### src/rtl/bus_control_sequencer.sv
// Timing-and-control sequencer for the 16-bit common-bus datapath.
// Steps fetch/decode/indirect/execute micro-ops and drives registered bus controls.
module bus_control_sequencer #(
    parameter int STEP_CYCLES = 2
) (
    input  logic       clock,
    input  logic       reset_n,
    input  logic       start,
    input  logic       ir_i,
    input  logic [2:0] ir_op,
    input  logic       dr_zero,
    output logic [2:0] select,
    output logic [5:0] LD,
    output logic [4:0] INR,
    output logic [4:0] CLR,
    output logic       read,
    output logic       write,
    output logic       busy,
    output logic       halted,
    output logic       instr_done,
    output logic [3:0] state_dbg
);

    localparam int CW = (STEP_CYCLES > 1) ? $clog2(STEP_CYCLES) : 1;
    localparam logic [CW-1:0] LAST_CNT = CW'(STEP_CYCLES - 1);

    localparam logic [2:0] OP_LDA = 3'd0;
    localparam logic [2:0] OP_BUN = 3'd1;
    localparam logic [2:0] OP_ISZ = 3'd2;
    localparam logic [2:0] OP_CLA = 3'd3;
    localparam logic [2:0] OP_INC = 3'd4;
    localparam logic [2:0] OP_ATT = 3'd5;
    localparam logic [2:0] OP_TTA = 3'd6;
    localparam logic [2:0] OP_HLT = 3'd7;

    localparam logic [2:0] SEL_ZERO = 3'b000;
    localparam logic [2:0] SEL_AR   = 3'b001;
    localparam logic [2:0] SEL_PC   = 3'b010;
    localparam logic [2:0] SEL_DR   = 3'b011;
    localparam logic [2:0] SEL_AC   = 3'b100;
    localparam logic [2:0] SEL_IR   = 3'b101;
    localparam logic [2:0] SEL_TR   = 3'b110;
    localparam logic [2:0] SEL_MEM  = 3'b111;

    typedef enum logic [3:0] {
        S_IDLE     = 4'd0,
        S_FETCH0   = 4'd1,
        S_FETCH1   = 4'd2,
        S_DECODE   = 4'd3,
        S_INDIRECT = 4'd4,
        S_EXEC0    = 4'd5,
        S_EXEC1    = 4'd6,
        S_EXEC2    = 4'd7,
        S_EXEC3    = 4'd8,
        S_HALT     = 4'd9
    } state_t;

    state_t          state_q, state_n;
    logic [CW-1:0]   cnt_q, cnt_n;
    logic [2:0]      op_q, op_n;
    logic            dz_q, dz_n;
    logic            step_last;

    logic [2:0]      sel_d;
    logic [5:0]      ld_d;
    logic [4:0]      inr_d;
    logic [4:0]      clr_d;
    logic            rd_d;
    logic            done_d;
    logic            busy_d;
    logic            halted_d;
    logic            fin;

    assign step_last = (cnt_q == LAST_CNT);
    assign state_dbg = state_q;
    // The datapath has no path from a register to memory data, so stores never happen.
    assign write     = 1'b0;

    always_ff @(posedge clock or negedge reset_n) begin
        if (!reset_n) begin
            state_q <= S_IDLE;
            cnt_q   <= '0;
            op_q    <= '0;
            dz_q    <= 1'b0;
        end else begin
            state_q <= state_n;
            cnt_q   <= cnt_n;
            op_q    <= op_n;
            dz_q    <= dz_n;
        end
    end

    // Next step: start only matters while parked; busy states advance on the step's last clock.
    always_comb begin
        state_n = state_q;
        cnt_n   = cnt_q;
        op_n    = op_q;
        dz_n    = dz_q;
        case (state_q)
            S_IDLE, S_HALT: begin
                if (start) begin
                    state_n = S_FETCH0;
                    cnt_n   = '0;
                end
            end
            default: begin
                if (!step_last) begin
                    cnt_n = cnt_q + 1'b1;
                end else begin
                    cnt_n = '0;
                    case (state_q)
                        S_FETCH0:   state_n = S_FETCH1;
                        S_FETCH1:   state_n = S_DECODE;
                        S_DECODE: begin
                            op_n    = ir_op;
                            state_n = ir_i ? S_INDIRECT : S_EXEC0;
                        end
                        S_INDIRECT: state_n = S_EXEC0;
                        S_EXEC0: begin
                            if (op_q == OP_LDA || op_q == OP_ISZ) begin
                                state_n = S_EXEC1;
                            end else if (op_q == OP_HLT) begin
                                state_n = S_HALT;
                            end else begin
                                state_n = S_FETCH0;
                            end
                        end
                        S_EXEC1:    state_n = (op_q == OP_ISZ) ? S_EXEC2 : S_FETCH0;
                        S_EXEC2: begin
                            dz_n    = dr_zero;
                            state_n = S_EXEC3;
                        end
                        S_EXEC3:    state_n = S_FETCH0;
                        default:    state_n = S_IDLE;
                    endcase
                end
            end
        endcase
    end

    // Outputs are decoded from the upcoming step so that the registers present them in-step.
    always_comb begin
        fin      = (cnt_n == LAST_CNT);
        sel_d    = SEL_ZERO;
        rd_d     = 1'b0;
        ld_d     = '0;
        inr_d    = '0;
        clr_d    = '0;
        done_d   = 1'b0;
        busy_d   = (state_n != S_IDLE) && (state_n != S_HALT);
        halted_d = (state_n == S_HALT);
        case (state_n)
            S_FETCH0: begin
                sel_d    = SEL_PC;
                ld_d[0]  = fin;
            end
            S_FETCH1: begin
                sel_d    = SEL_MEM;
                rd_d     = 1'b1;
                ld_d[4]  = fin;
                inr_d[1] = fin;
            end
            S_DECODE: begin
                sel_d    = SEL_IR;
                ld_d[0]  = fin;
            end
            S_INDIRECT: begin
                sel_d    = SEL_MEM;
                rd_d     = 1'b1;
                ld_d[0]  = fin;
            end
            S_EXEC0: begin
                case (op_n)
                    OP_LDA, OP_ISZ: begin
                        sel_d   = SEL_MEM;
                        rd_d    = 1'b1;
                        ld_d[2] = fin;
                    end
                    OP_BUN: begin
                        sel_d   = SEL_AR;
                        ld_d[1] = fin;
                        done_d  = fin;
                    end
                    OP_CLA: begin
                        clr_d[3] = fin;
                        done_d   = fin;
                    end
                    OP_INC: begin
                        inr_d[3] = fin;
                        done_d   = fin;
                    end
                    OP_ATT: begin
                        sel_d   = SEL_AC;
                        ld_d[5] = fin;
                        done_d  = fin;
                    end
                    OP_TTA: begin
                        sel_d   = SEL_TR;
                        ld_d[3] = fin;
                        done_d  = fin;
                    end
                    default: begin
                        done_d = fin;
                    end
                endcase
            end
            S_EXEC1: begin
                if (op_n == OP_LDA) begin
                    sel_d   = SEL_DR;
                    ld_d[3] = fin;
                    done_d  = fin;
                end else begin
                    inr_d[2] = fin;
                end
            end
            S_EXEC3: begin
                // Skip-on-zero: PC advances only when DR was zero after the increment.
                inr_d[1] = fin & dz_n;
                done_d   = fin;
            end
            default: begin
            end
        endcase
    end

    always_ff @(posedge clock or negedge reset_n) begin
        if (!reset_n) begin
            select     <= '0;
            LD         <= '0;
            INR        <= '0;
            CLR        <= '0;
            read       <= 1'b0;
            busy       <= 1'b0;
            halted     <= 1'b0;
            instr_done <= 1'b0;
        end else begin
            select     <= sel_d;
            LD         <= ld_d;
            INR        <= inr_d;
            CLR        <= clr_d;
            read       <= rd_d;
            busy       <= busy_d;
            halted     <= halted_d;
            instr_done <= done_d;
        end
    end

endmodule

### config.mk
export PLATFORM = sky130hd
export DESIGN_NAME = bus_control_sequencer
export DESIGN_NICKNAME = d
export VERILOG_FILES = /design/src/rtl/bus_control_sequencer.sv
export SDC_FILE = /design/constraint.sdc
export NUM_CORES = 1
export LEC_CHECK = 0
export CAP_MARGIN = 20
export CORE_UTILIZATION = 30
export DETAILED_ROUTE_END_ITERATION = 6
export SYNTH_ARGS = -nofsm -noshare
export SYNTH_HDL_FRONTEND = slang
export SYNTH_SLANG_ARGS = --single-unit
### constraint.sdc
create_clock -name clock -period 4.6 [get_ports clock]
set_input_delay 0.92 -clock clock [delete_from_list [all_inputs] [get_ports clock]]
set_output_delay 0.92 -clock clock [all_outputs]
set_load 0.02 [all_outputs]
==> results of run 1 <==
[worst max-delay path, stage by stage]
cell and delay (ns):
sky130_fd_sc_hd__clkdlybuf4s50_1 0.44, sky130_fd_sc_hd__a22o_1 0.23, sky130_fd_sc_hd__a211oi_4 0.43, sky130_fd_sc_hd__inv_2 0.14, sky130_fd_sc_hd__and2_1 0.20, sky130_fd_sc_hd__o2bb2ai_1 0.13
sky130_fd_sc_hd__a221oi_1 0.31
[logic make-up after synthesis]
kind of cell,count (synthesis),share of synthesized area [%]
and+or+nand+nor,61,24.0
AOI/OAI and AO/OA,32,18.2
DFF,26,41.8
buffers and inverters,21,8.52
muxes,8,6.19
xor gates and xnor gates,2,1.13
other,1,0.241
[report_power, final]
part | switching [mW] | internal, mW | leakage [nW]
clock network | 0.0722 | 0.116 | 0.0357
registers | 0.0880 | 0.284 | 0.343
logic | 0.330 | 0.250 | 0.406
total | 0.491 | 0.651 | 0.785
[registers in the layout, summed over array words and instances, names as in the netlist]
name	cells
halted	1
dz_q	1
op_q	3
LD	6
read	1
busy	1
cnt_q	1
instr_done	1
CLR	1
INR	3
select	3
state_dbg	4
[cell type report]
cell class                 count  area [sq um]
fill                         487          2930
multi-input combinational    110           796
sequential                    26           651
timing repair buffer          29           288
tap                           67          83.8
clock buffer                   3          41.3
clock inverter                 1          30.0
inverter                       7          26.3
[per-layer routing]
| layer | up-vias | GRT usage [%] | share of wire, % |
|---|---|---|---|
| met5 | - | 0 | 0 |
| met4 | 0 | 3.42 | 1.2 |
| met3 | 6 | 2.85 | 5.5 |
| met2 | 39 | 19.7 | 48 |
| met1 | 560 | 16.7 | 45 |
| li1 | 578 | - | - |
[how the worst min path moves through the flow]
stage                     start    to  slack, ns  depth (start not counted)
after detailed placement   dz_q  dz_q       0.50                          1
after floorplan            dz_q  dz_q       0.47                          1
after CTS                  dz_q  dz_q       0.53                          1
after global placement     dz_q  dz_q       0.49                          1
final                      dz_q  dz_q       0.52                          1
after global routing       dz_q  dz_q       0.56                          1
[cell usage in the layout, fill, tap and decap left out, drive strengths merged, types with 2 or more instances in the layout]
master	instances
a211o	2
a211oi	2
a21oi	5
a31oi	4
and2	2
and3	2
clkbuf	3
clkdlybuf4s50	28
conb	7
dfrtp	26
inv	6
mux2	3
mux2i	5
nand2	14
nand2b	4
nand3	7
nand3b	4
nor2	12
nor2b	2
nor3	4
nor3b	4
o21ai	3
o22ai	2
o2bb2ai	2
or3	2
[per-stage QoR]
step,setup slack [ns],cell area (sq um)
6_report,1.97,1920
5_1_grt,1.83,1920
4_1_cts,1.99,1920
3_5_place_dp,1.71,1840
3_3_place_gp,1.72,1840
2_1_floorplan,2.26,1580
==> insert_results.sql, run 1 <==
INSERT INTO impl_metrics (metric_group, metric, value, unit) VALUES
('clock_network', 'clkTransAtPathRegs', '0.09', 'ns'),
('power_and_ir_drop', 'worst_ir_drop_vdd', '0.233', 'mV'),
('worst_setup_path', 'worstSetupStartpoint', 'start', ''),
('global_route', 'globalRouteTotalUtil', '12.3', '%'),
('routing', 'drt_first_iter_violations', '56', ''),
('routing', 'avgRoutedWirePerCell', '12.9', 'microns'),
('yosys', 'synthMostInstantiatedCell', 'sky130_fd_sc_hd__dfrtp_1', ''),
('placement', 'post_detailed_placement_half_perimeter_wirelength', '2.28', 'mm'),
('sta', 'worst_slew_margin_rel', '65.4', '%'),
('worst_setup_path', 'timing.critical_path.from_type', 'input pin', ''),
('sta', 'max_clock_freq', '380', 'MHz'),
('clock_network', 'cts-buffers-inserted', '3', ''),
('worst_setup_path', 'regToRegSetupSlack', '2.22', 'ns'),
('routing', 'routed_wirelength', '3.13', 'mm'),
('yosys', 'number_of_synthesized_flops_with_an_enable_pin', '0', ''),
('sta', 'post-route-min-period', '2.63', 'ns'),
('final_layout', 'diode_insertion_count_for_antenna_repair', '0', ''),
('floorplanning', 'die_height', '74.0', 'microns'),
('worst_setup_path', 'reg2reg_depth', '6', ''),
('yosys', 'post_synthesis_cells', '151', ''),
('worst_setup_path', 'arrival', '2.81', 'ns'),
('floorplanning', 'chipWidth', '74.0', 'microns'),
('routing', 'num_vias', '1183', ''),
('yosys', 'proportion_of_netlist_area_held_by_the_largest_area_contributor', '41.8', '%'),
('status', 'outcome', 'finished clean', ''),
('final_layout', 'layout-area-overhead-vs-synth', '23.1', '%'),
('yosys', 'yosys_warnings', '0', ''),
('floorplanning', 'placement_rows', '25', ''),
('min_path', 'min_path_type', 'flop to flop', ''),
('worst_setup_path', 'critical_path.reg2reg.endpoint', 'read', ''),
('worst_setup_path', 'crit_path_end', 'select[1]', ''),
('yosys', 'mappedNetlistArea', '1560', 'sq um'),
('final_layout', 'finish.cell_count_without_fillers', '243', ''),
('global_route', 'pin_count_of_the_biggest_net_entering_global_routing', '27', ''),
('clock_network', 'clockRootBuffer', 'sky130_fd_sc_hd__clkbuf_8', ''),
('sta', 'finalMaxSlewViolations', '0', ''),
('routing', 'drt-pass1-iter-count', '4', ''),
('clock_network', 'postCtsHoldBufs', '0', ''),
('worst_setup_path', 'crit_path_end_kind', 'flop', ''),
('yosys', 'synthArstFlopShare', '100', '%'),
('routing', 'antenna_left', '0', ''),
('yosys', 'synthesis.area_per_instance', '10.3', 'sq um'),
('sta', 'clock-skew-final', '0.00945', 'ns'),
('final_layout', 'design.final.nets', '185', ''),
('final_layout', 'final_layout_size_suffix_gt1_share', '15.3', '%'),
('worst_setup_path', 'crit_required', '4.77', 'ns'),
('global_route', 'number_of_antenna_violations_at_the_first_check_in_global_routing', '0', ''),
('sta', 'unrepaired_setup_endpoints_after_global_routing', 'no', ''),
('floorplanning', 'io_pins', '36', ''),
('worst_setup_path', 'worst_r2r_startpoint', 'state_dbg[1]', ''),
('flow_run', 'timing.max_cap.violations', '0', ''),
('placement', 'routabilityCongestion', '0.798', ''),
('sta', 'setup_tns', '0', 'ns'),
('clock_network', 'worstSkewPairLatency', '0.27', 'ns'),
('yosys', 'netlist-cell-type-count', '55', ''),
('yosys', 'ys_top_cells_by_area', 'sky130_fd_sc_hd__dfrtp_1 (42%), sky130_fd_sc_hd__buf_4 (3.4%), sky130_fd_sc_hd__nand2_1 (3.4%)', ''),
('global_route', 'grt_pass1_wl', '5.15', 'mm'),
('floorplanning', 'floorplan.die_area', '5480', 'sq um'),
('yosys', 'dominant_register_cell_in_the_synthesized_netlist', 'sky130_fd_sc_hd__dfrtp_1', ''),
('final_layout', 'utilization', '39.5', '%'),
('global_route', 'overflow', '0', ''),
('sta', 'transition_at_the_pin_with_the_smallest_max_transition_slack', '0.517', 'ns'),
('sta', 'timing.final.crit_share', '57.2', '%'),
('clock_network', 'post-cts-setup-buffers', '0', ''),
('floorplanning', 'initial_core_util', '32.1', '%'),
('clock_network', 'clock-sinks', '26', ''),
('sta', 'hold_ws', '0.525', 'ns'),
('sta', 'finalSetupViolations', '0', ''),
('routing', 'route.detailed.vias_per_inst', '4.87', ''),
('placement', 'port_buffers', '28', ''),
('yosys', 'synth_seq_area_share', '41.8', '%');
Power figures use the tool's default switching activity.
==> inputs of run 2 (changes only) <==
- clock period: 4.6 -> 2.4 ns (I/O delays scaled with it)
==> insert_results.sql, run 2 (same netlist as run 1, synthesis figures left out) <==
INSERT INTO impl_metrics (metric_group, metric, value, unit) VALUES
('status', 'outcome', 'finished clean', ''),
('global_route', 'overflow', '0', ''),
('sta', 'hold_viol_final', '0', ''),
('global_route', 'grt_pass1_wl', '5.35', 'mm'),
('floorplanning', 'die_height', '74.0', 'microns'),
('clock_network', 'clock-sinks', '26', ''),
('floorplanning', 'placement_rows', '25', ''),
('final_layout', 'fill_cells', '493', ''),
('clock_network', 'tritoncts', 'yes', ''),
('floorplanning', 'chipWidth', '74.0', 'microns'),
('sta', 'clock-skew-final', '0.00526', 'ns'),
('placement', 'routabilityCongestion', '0.811', ''),
('final_layout', 'layout-area-overhead-vs-synth', '28.5', '%'),
('clock_network', 'postCtsResizedCells', '0', ''),
('routing', 'drt-pass1-iter-count', '4', ''),
('flow_run', 'timing.max_cap.violations', '0', ''),
('global_route', 'globalRouteTotalUtil', '12.4', '%'),
('sta', 'setup_tns', '0', 'ns'),
('floorplanning', 'initial_core_util', '32.1', '%'),
('placement', 'place.detailed.instances', '250', ''),
('sta', 'finalMaxSlewViolations', '0', ''),
('routing', 'antenna_left', '0', ''),
('sta', 'post-route-min-period', '2.20', 'ns'),
('final_layout', 'design.final.nets', '196', ''),
('global_route', 'first_global_vias', '1120', ''),
('routing', 'drt_first_iter_violations', '73', ''),
('worst_setup_path', 'worst-path-max-fanout', '11', ''),
('final_layout', 'finish.cell_count_without_fillers', '254', ''),
('final_layout', 'max_ffs_per_register', '6', ''),
('worst_setup_path', 'critical-path-slowest-cell', 'sky130_fd_sc_hd__dfrtp_1', ''),
('sta', 'max_clock_freq', '454', 'MHz'),
('worst_setup_path', 'crit_path_end_kind', 'flop', ''),
('routing', 'avgRoutedWirePerCell', '12.5', 'microns'),
('routing', 'route.detailed.vias_per_inst', '4.65', ''),
('worst_setup_path', 'arrival', '2.41', 'ns'),
('placement', 'post_detailed_placement_half_perimeter_wirelength', '2.41', 'mm'),
('clock_network', 'worstSkewPairLatency', '0.27', 'ns'),
('worst_setup_path', 'path_class', 'flop to flop', ''),
('clock_network', 'clk_path_buf_depth', '2', ''),
('clock_network', 'post-cts-setup-buffers', '0', ''),
('clock_network', 'postCtsHoldBufs', '0', ''),
('sta', 'finalSetupViolations', '0', ''),
('worst_setup_path', 'crit_required', '2.60', 'ns'),
('global_route', 'number_of_antenna_violations_at_the_first_check_in_global_routing', '0', ''),
('clock_network', 'clkTransAtPathRegs', '0.09', 'ns'),
('power_and_ir_drop', 'power.leakage', '0.836', 'nW'),
('sta', 'unrepaired_setup_endpoints_after_global_routing', 'no', ''),
('power_and_ir_drop', 'worst_ir_drop_vdd', '0.571', 'mV'),
('floorplanning', 'placeableCoreArea', '4850', 'sq um'),
('clock_network', 'h_tree_levels', '1', ''),
('global_route', 'pin_count_of_the_biggest_net_entering_global_routing', '27', ''),
('floorplanning', 'floorplan.die_area', '5480', 'sq um'),
('final_layout', 'final_layout_size_suffix_gt1_share', '20.9', '%'),
('final_layout', 'final_cell_mix', 'sky130_fd_sc_hd__clkdlybuf4s50_1 (28), sky130_fd_sc_hd__dfrtp_1 (25), sky130_fd_sc_hd__nand2_1 (14), sky130_fd_sc_hd__nor2_1 (12), sky130_fd_sc_hd__buf_4 (12)', ''),
('clock_network', 'cts-buffers-inserted', '3', ''),
('sta', 'timing.final.crit_share', '91.9', '%'),
('routing', 'num_vias', '1181', ''),
('final_layout', 'leading_cell_type_in_the_layout_fill_and_taps_excluded', 'sky130_fd_sc_hd__clkdlybuf4s50_1', ''),
('placement', 'port_buffers', '28', ''),
('final_layout', 'diode_insertion_count_for_antenna_repair', '0', ''),
('worst_setup_path', 'crit_path_cell_trace', 'nand3_2, or3_1, mux2i_4, inv_2, o211ai_1, a211o_2, a21oi_1', ''),
('routing', 'routed_wirelength', '3.18', 'mm'),
('worst_setup_path', 'critPathMaxStageDelay', '0.58', 'ns'),
('clock_network', 'clockRootBuffer', 'sky130_fd_sc_hd__clkbuf_8', ''),
('routing', 'post-route-drc-count', '0', ''),
('power_and_ir_drop', 'power_density', '1160', 'nW/um^2'),
('final_layout', 'largest_register', 'LD', ''),
('worst_setup_path', 'timing.critical_path.from_type', 'flop', ''),
('floorplanning', 'io_pins', '36', ''),
('min_path', 'min_path_type', 'flop to flop', '');
run 2: where the power goes:
part	total, mW	internal (mW)	switching (mW)
clock	0.362	0.223	0.139
combinational	1.29	0.582	0.704
sequential	0.665	0.546	0.119
total	2.31	1.35	0.962
run 2: final timing paths:
kind | start | endpoint | slack [ns] | depth (start not counted)
worst max-delay path | state_dbg[0] | select[2] | 0.20 | 7
worst min-delay path | dz_q | dz_q | 0.51 | 1
worst max register to register | state_dbg[0] | select[2] | 0.20 | 7
worst min register to register | dz_q | dz_q | 0.51 | 1
max in group asynchronous | reset_n | state_dbg[3] | 1.57 | 2
min in group asynchronous | reset_n | cnt_q | 0.56 | 2
run 2: area by class of cell:
cell class / instances / area (sq um) / share of cell area (%)
tap: 67 / 83.8 / 4.19
inverter: 7 / 26.3 / 1.31
clock buffer: 3 / 41.3 / 2.07
clock inverter: 1 / 30.0 / 1.50
timing repair buffer: 40 / 370 / 18.5
multi-input combinational: 110 / 796 / 39.8
sequential: 26 / 652 / 32.6
run 2: critical path: cells and delay by family, from the launching register on:
kind,cells,cell delay [ns]
DFF,1,0.58
buffers and inverters,1,0.11
AOI/OAI and AO/OA,3,0.59
muxes,1,0.25
and+or+nand+nor,2,0.62
run 2: metal layers:
metal  vias up  share of wire [%]  global-route usage, %
met5         -                  0                      0
li1        601                  -                      -
met1       554                 48                   17.5
met3         2                4.9                   3.25
met2        24                 47                   19.9
met4         0               0.22                   1.28
run 2: per-stage QoR:
step | utilization (%) | instance area [sq um] | setup slack (ns) | power [mW] | hold WS (ns)
after global placement | 39.7 | 1930 | 0.0568 | 1.96 | 0.486
final | 41.2 | 2000 | 0.195 | 2.31 | 0.508
after detailed placement | 39.7 | 1930 | 0.0465 | 1.96 | 0.494
after CTS | 41.2 | 2000 | 0.179 | 2.33 | 0.513
after global routing | 41.2 | 2000 | 0.0302 | 2.49 | 0.526
after floorplan | - | 1580 | 0.273 | 1.56 | 0.184
==> inputs of run 3 (changes only) <==
- CORE_UTILIZATION: 30 -> 45
- CTS_CLUSTER_DIAMETER: not set -> 100
- PLACE_DENSITY: not set -> 0.76
==> insert_results.sql, run 3 (same netlist as run 1, synthesis figures left out) <==
INSERT INTO impl_metrics (metric_group, metric, value, unit) VALUES
('routing', 'post-route-drc-count', '0', ''),
('routing', 'route.detailed.vias_per_inst', '5.51', ''),
('clock_network', 'clkTransAtPathRegs', '0.13', 'ns'),
('final_layout', 'design.final.nets', '196', ''),
('sta', 'unrepaired_setup_endpoints_after_global_routing', 'no', ''),
('global_route', 'first_global_vias', '1200', ''),
('clock_network', 'clock-sinks', '26', ''),
('final_layout', 'final_layout_size_suffix_gt1_share', '21.0', '%'),
('final_layout', 'leading_cell_type_in_the_layout_fill_and_taps_excluded', 'sky130_fd_sc_hd__clkdlybuf4s50_1', ''),
('clock_network', 'clockRootBuffer', 'sky130_fd_sc_hd__clkbuf_4', ''),
('worst_setup_path', 'crit_path_cell_trace', 'o31a_1, o22ai_1, a31o_1, clkinv_1, or3_1, a21oi_1', ''),
('floorplanning', 'placement_rows', '20', ''),
('placement', 'post_detailed_placement_half_perimeter_wirelength', '2.59', 'mm'),
('global_route', 'pin_count_of_the_biggest_net_entering_global_routing', '27', ''),
('power_and_ir_drop', 'finalPower', '2.14', 'mW'),
('clock_network', 'cts-buffers-inserted', '3', ''),
('status', 'outcome', 'finished clean', ''),
('final_layout', 'layout-area-overhead-vs-synth', '23.6', '%'),
('global_route', 'overflow', '0', ''),
('worst_setup_path', 'worst-path-max-fanout', '11', ''),
('clock_network', 'clk_path_buf_depth', '2', ''),
('worst_setup_path', 'crit_buf_inv', '1', ''),
('placement', 'routabilityCongestion', '0.892', ''),
('worst_setup_path', 'crit_required', '2.65', 'ns'),
('floorplanning', 'floorplan.die_area', '3700', 'sq um'),
('floorplanning', 'placeableCoreArea', '3180', 'sq um'),
('clock_network', 'tritoncts', 'yes', ''),
('sta', 'finalMaxSlewViolations', '0', ''),
('sta', 'timing.final.crit_share', '91.2', '%'),
('sta', 'hold_viol_final', '0', ''),
('worst_setup_path', 'critical-path-slowest-cell', 'sky130_fd_sc_hd__dfrtp_1', ''),
('final_layout', 'diode_insertion_count_for_antenna_repair', '0', ''),
('min_path', 'min_path_type', 'input pin to async pin', ''),
('routing', 'drt-pass1-iter-count', '4', ''),
('clock_network', 'post-cts-setup-buffers', '0', ''),
('routing', 'avgRoutedWirePerCell', '14.6', 'microns'),
('power_and_ir_drop', 'power_density', '1110', 'nW/um^2'),
('flow_run', 'timing.max_cap.violations', '0', ''),
('global_route', 'number_of_antenna_violations_at_the_first_check_in_global_routing', '0', ''),
('final_layout', 'largest_register', 'LD', ''),
('sta', 'transition_at_the_pin_with_the_smallest_max_transition_slack', '0.501', 'ns'),
('final_layout', 'fill_cells', '295', ''),
('floorplanning', 'die_height', '60.8', 'microns'),
('routing', 'drt_first_iter_violations', '68', ''),
('power_and_ir_drop', 'worst_ir_drop_vdd', '0.571', 'mV'),
('clock_network', 'worstSkewPairLatency', '0.31', 'ns'),
('routing', 'num_vias', '1268', ''),
('worst_setup_path', 'crit_path_end_kind', 'flop', ''),
('final_layout', 'max_ffs_per_register', '6', ''),
('worst_setup_path', 'reg2reg_depth', '6', ''),
('worst_setup_path', 'timing.critical_path.from_type', 'flop', ''),
('sta', 'clock-skew-final', '0.00429', 'ns'),
('routing', 'routed_wirelength', '3.36', 'mm'),
('worst_setup_path', 'critical-path-top-delay-family', 'compound AO/OA/AOI/OAI gates', ''),
('sta', 'worst_slew_margin_rel', '66.5', '%'),
('sta', 'finalSetupViolations', '0', ''),
('floorplanning', 'io_pins', '36', ''),
('sta', 'max_clock_freq', '457', 'MHz'),
('worst_setup_path', 'arrival', '2.44', 'ns'),
('power_and_ir_drop', 'power.leakage', '0.815', 'nW'),
('final_layout', 'multi_input_comb_area', '796', 'sq um'),
('worst_setup_path', 'regToRegSetupSlack', '0.21', 'ns'),
('final_layout', 'regArea', '653', 'sq um'),
('routing', 'antenna_left', '0', ''),
('sta', 'setup_tns', '0', 'ns'),
('floorplanning', 'initial_core_util', '49.0', '%'),
('worst_setup_path', 'critPathMaxStageDelay', '0.54', 'ns'),
('placement', 'port_buffers', '28', ''),
('clock_network', 'postCtsResizedCells', '0', ''),
('worst_setup_path', 'critical_path.reg2reg.endpoint', 'read', ''),
('global_route', 'globalRouteTotalUtil', '20.7', '%'),
('clock_network', 'postCtsHoldBufs', '0', ''),
('final_layout', 'final_cell_mix', 'sky130_fd_sc_hd__clkdlybuf4s50_1 (28), sky130_fd_sc_hd__dfrtp_1 (24), sky130_fd_sc_hd__nand2_1 (14), sky130_fd_sc_hd__nor2_1 (12), sky130_fd_sc_hd__buf_4 (12)', ''),
('global_route', 'grt_pass1_wl', '5.51', 'mm'),
('worst_setup_path', 'path_class', 'flop to flop', ''),
('worst_setup_path', 'worst_r2r_startpoint', 'state_dbg[2]', ''),
('clock_network', 'h_tree_levels', '1', ''),
('floorplanning', 'chipWidth', '60.8', 'microns'),
('sta', 'post-route-min-period', '2.19', 'ns');
-- run 3: cell types whose count changed in the layout (fill, tap and decap cells not counted) --
| cell | change |
|---|---|
| sky130_fd_sc_hd__bufinv_16 | -1 |
| sky130_fd_sc_hd__dfrtp_1 | -1 |
| sky130_fd_sc_hd__clkbuf_4 | +3 |
| sky130_fd_sc_hd__clkbuf_8 | -3 |
| sky130_fd_sc_hd__dfrtp_2 | +1 |
-- run 3: how the worst max path moves through the flow --
stage                       from   endpoint  depth (start not counted)
floorplan           state_dbg[0]  select[2]                          9
global placement            ir_i     INR[3]                          8
detailed placement          ir_i      LD[1]                          8
CTS                 state_dbg[0]  select[2]                          7
global route        state_dbg[2]       read                          6
finish              state_dbg[2]       read                          6
-- run 3: cell type report --
class / count / area share [%]
clock buffer: 3 / 1.17
inverter: 7 / 1.37
multi-input combinational: 110 / 41.4
sequential: 26 / 34.0
tap: 44 / 2.86
timing repair buffer: 40 / 19.3
-- run 3: metrics by stage --
step / std cells / area, sq um / setup WS [ns] / utilization [%] / hold WS, ns
4_1_cts: 230 / 1920 / 0.102 / 60.4 / 0.511
3_5_place_dp: 227 / 1900 / 0.00453 / 59.7 / 0.503
6_report: 230 / 1920 / 0.211 / 60.5 / 0.506
3_3_place_gp: 227 / 1900 / 0.0845 / 59.7 / 0.491
2_1_floorplan: 157 / 1580 / 0.273 / - / 0.184
5_1_grt: 230 / 1920 / 0.0542 / 60.5 / 0.524
-- run 3: worst register-to-register path, delay by kind of cell, from the launching register on --
kind | cells | cell delay (ns)
AO/OA/AOI/OAI | 4 | 0.95
buffers and inverters | 1 | 0.26
flip-flops | 1 | 0.54
AND/OR/NAND/NOR | 1 | 0.39
-- run 3: routing by layer --
layer / up-vias / global-route usage, % / share of wire, %
li1: 591 / - / -
met1: 631 / 25.8 / 43
met2: 40 / 34.7 / 51
met3: 6 / 5.12 / 5.3
met4: 0 / 7.47 / 1.3
met5: - / 0 / 0
-- run 3: power by group --
group          switching (mW)  internal [mW]  total (mW)
clock network           0.121         0.0588       0.180
registers               0.115          0.548       0.662
logic                   0.726          0.574        1.30
total                   0.962           1.18        2.14
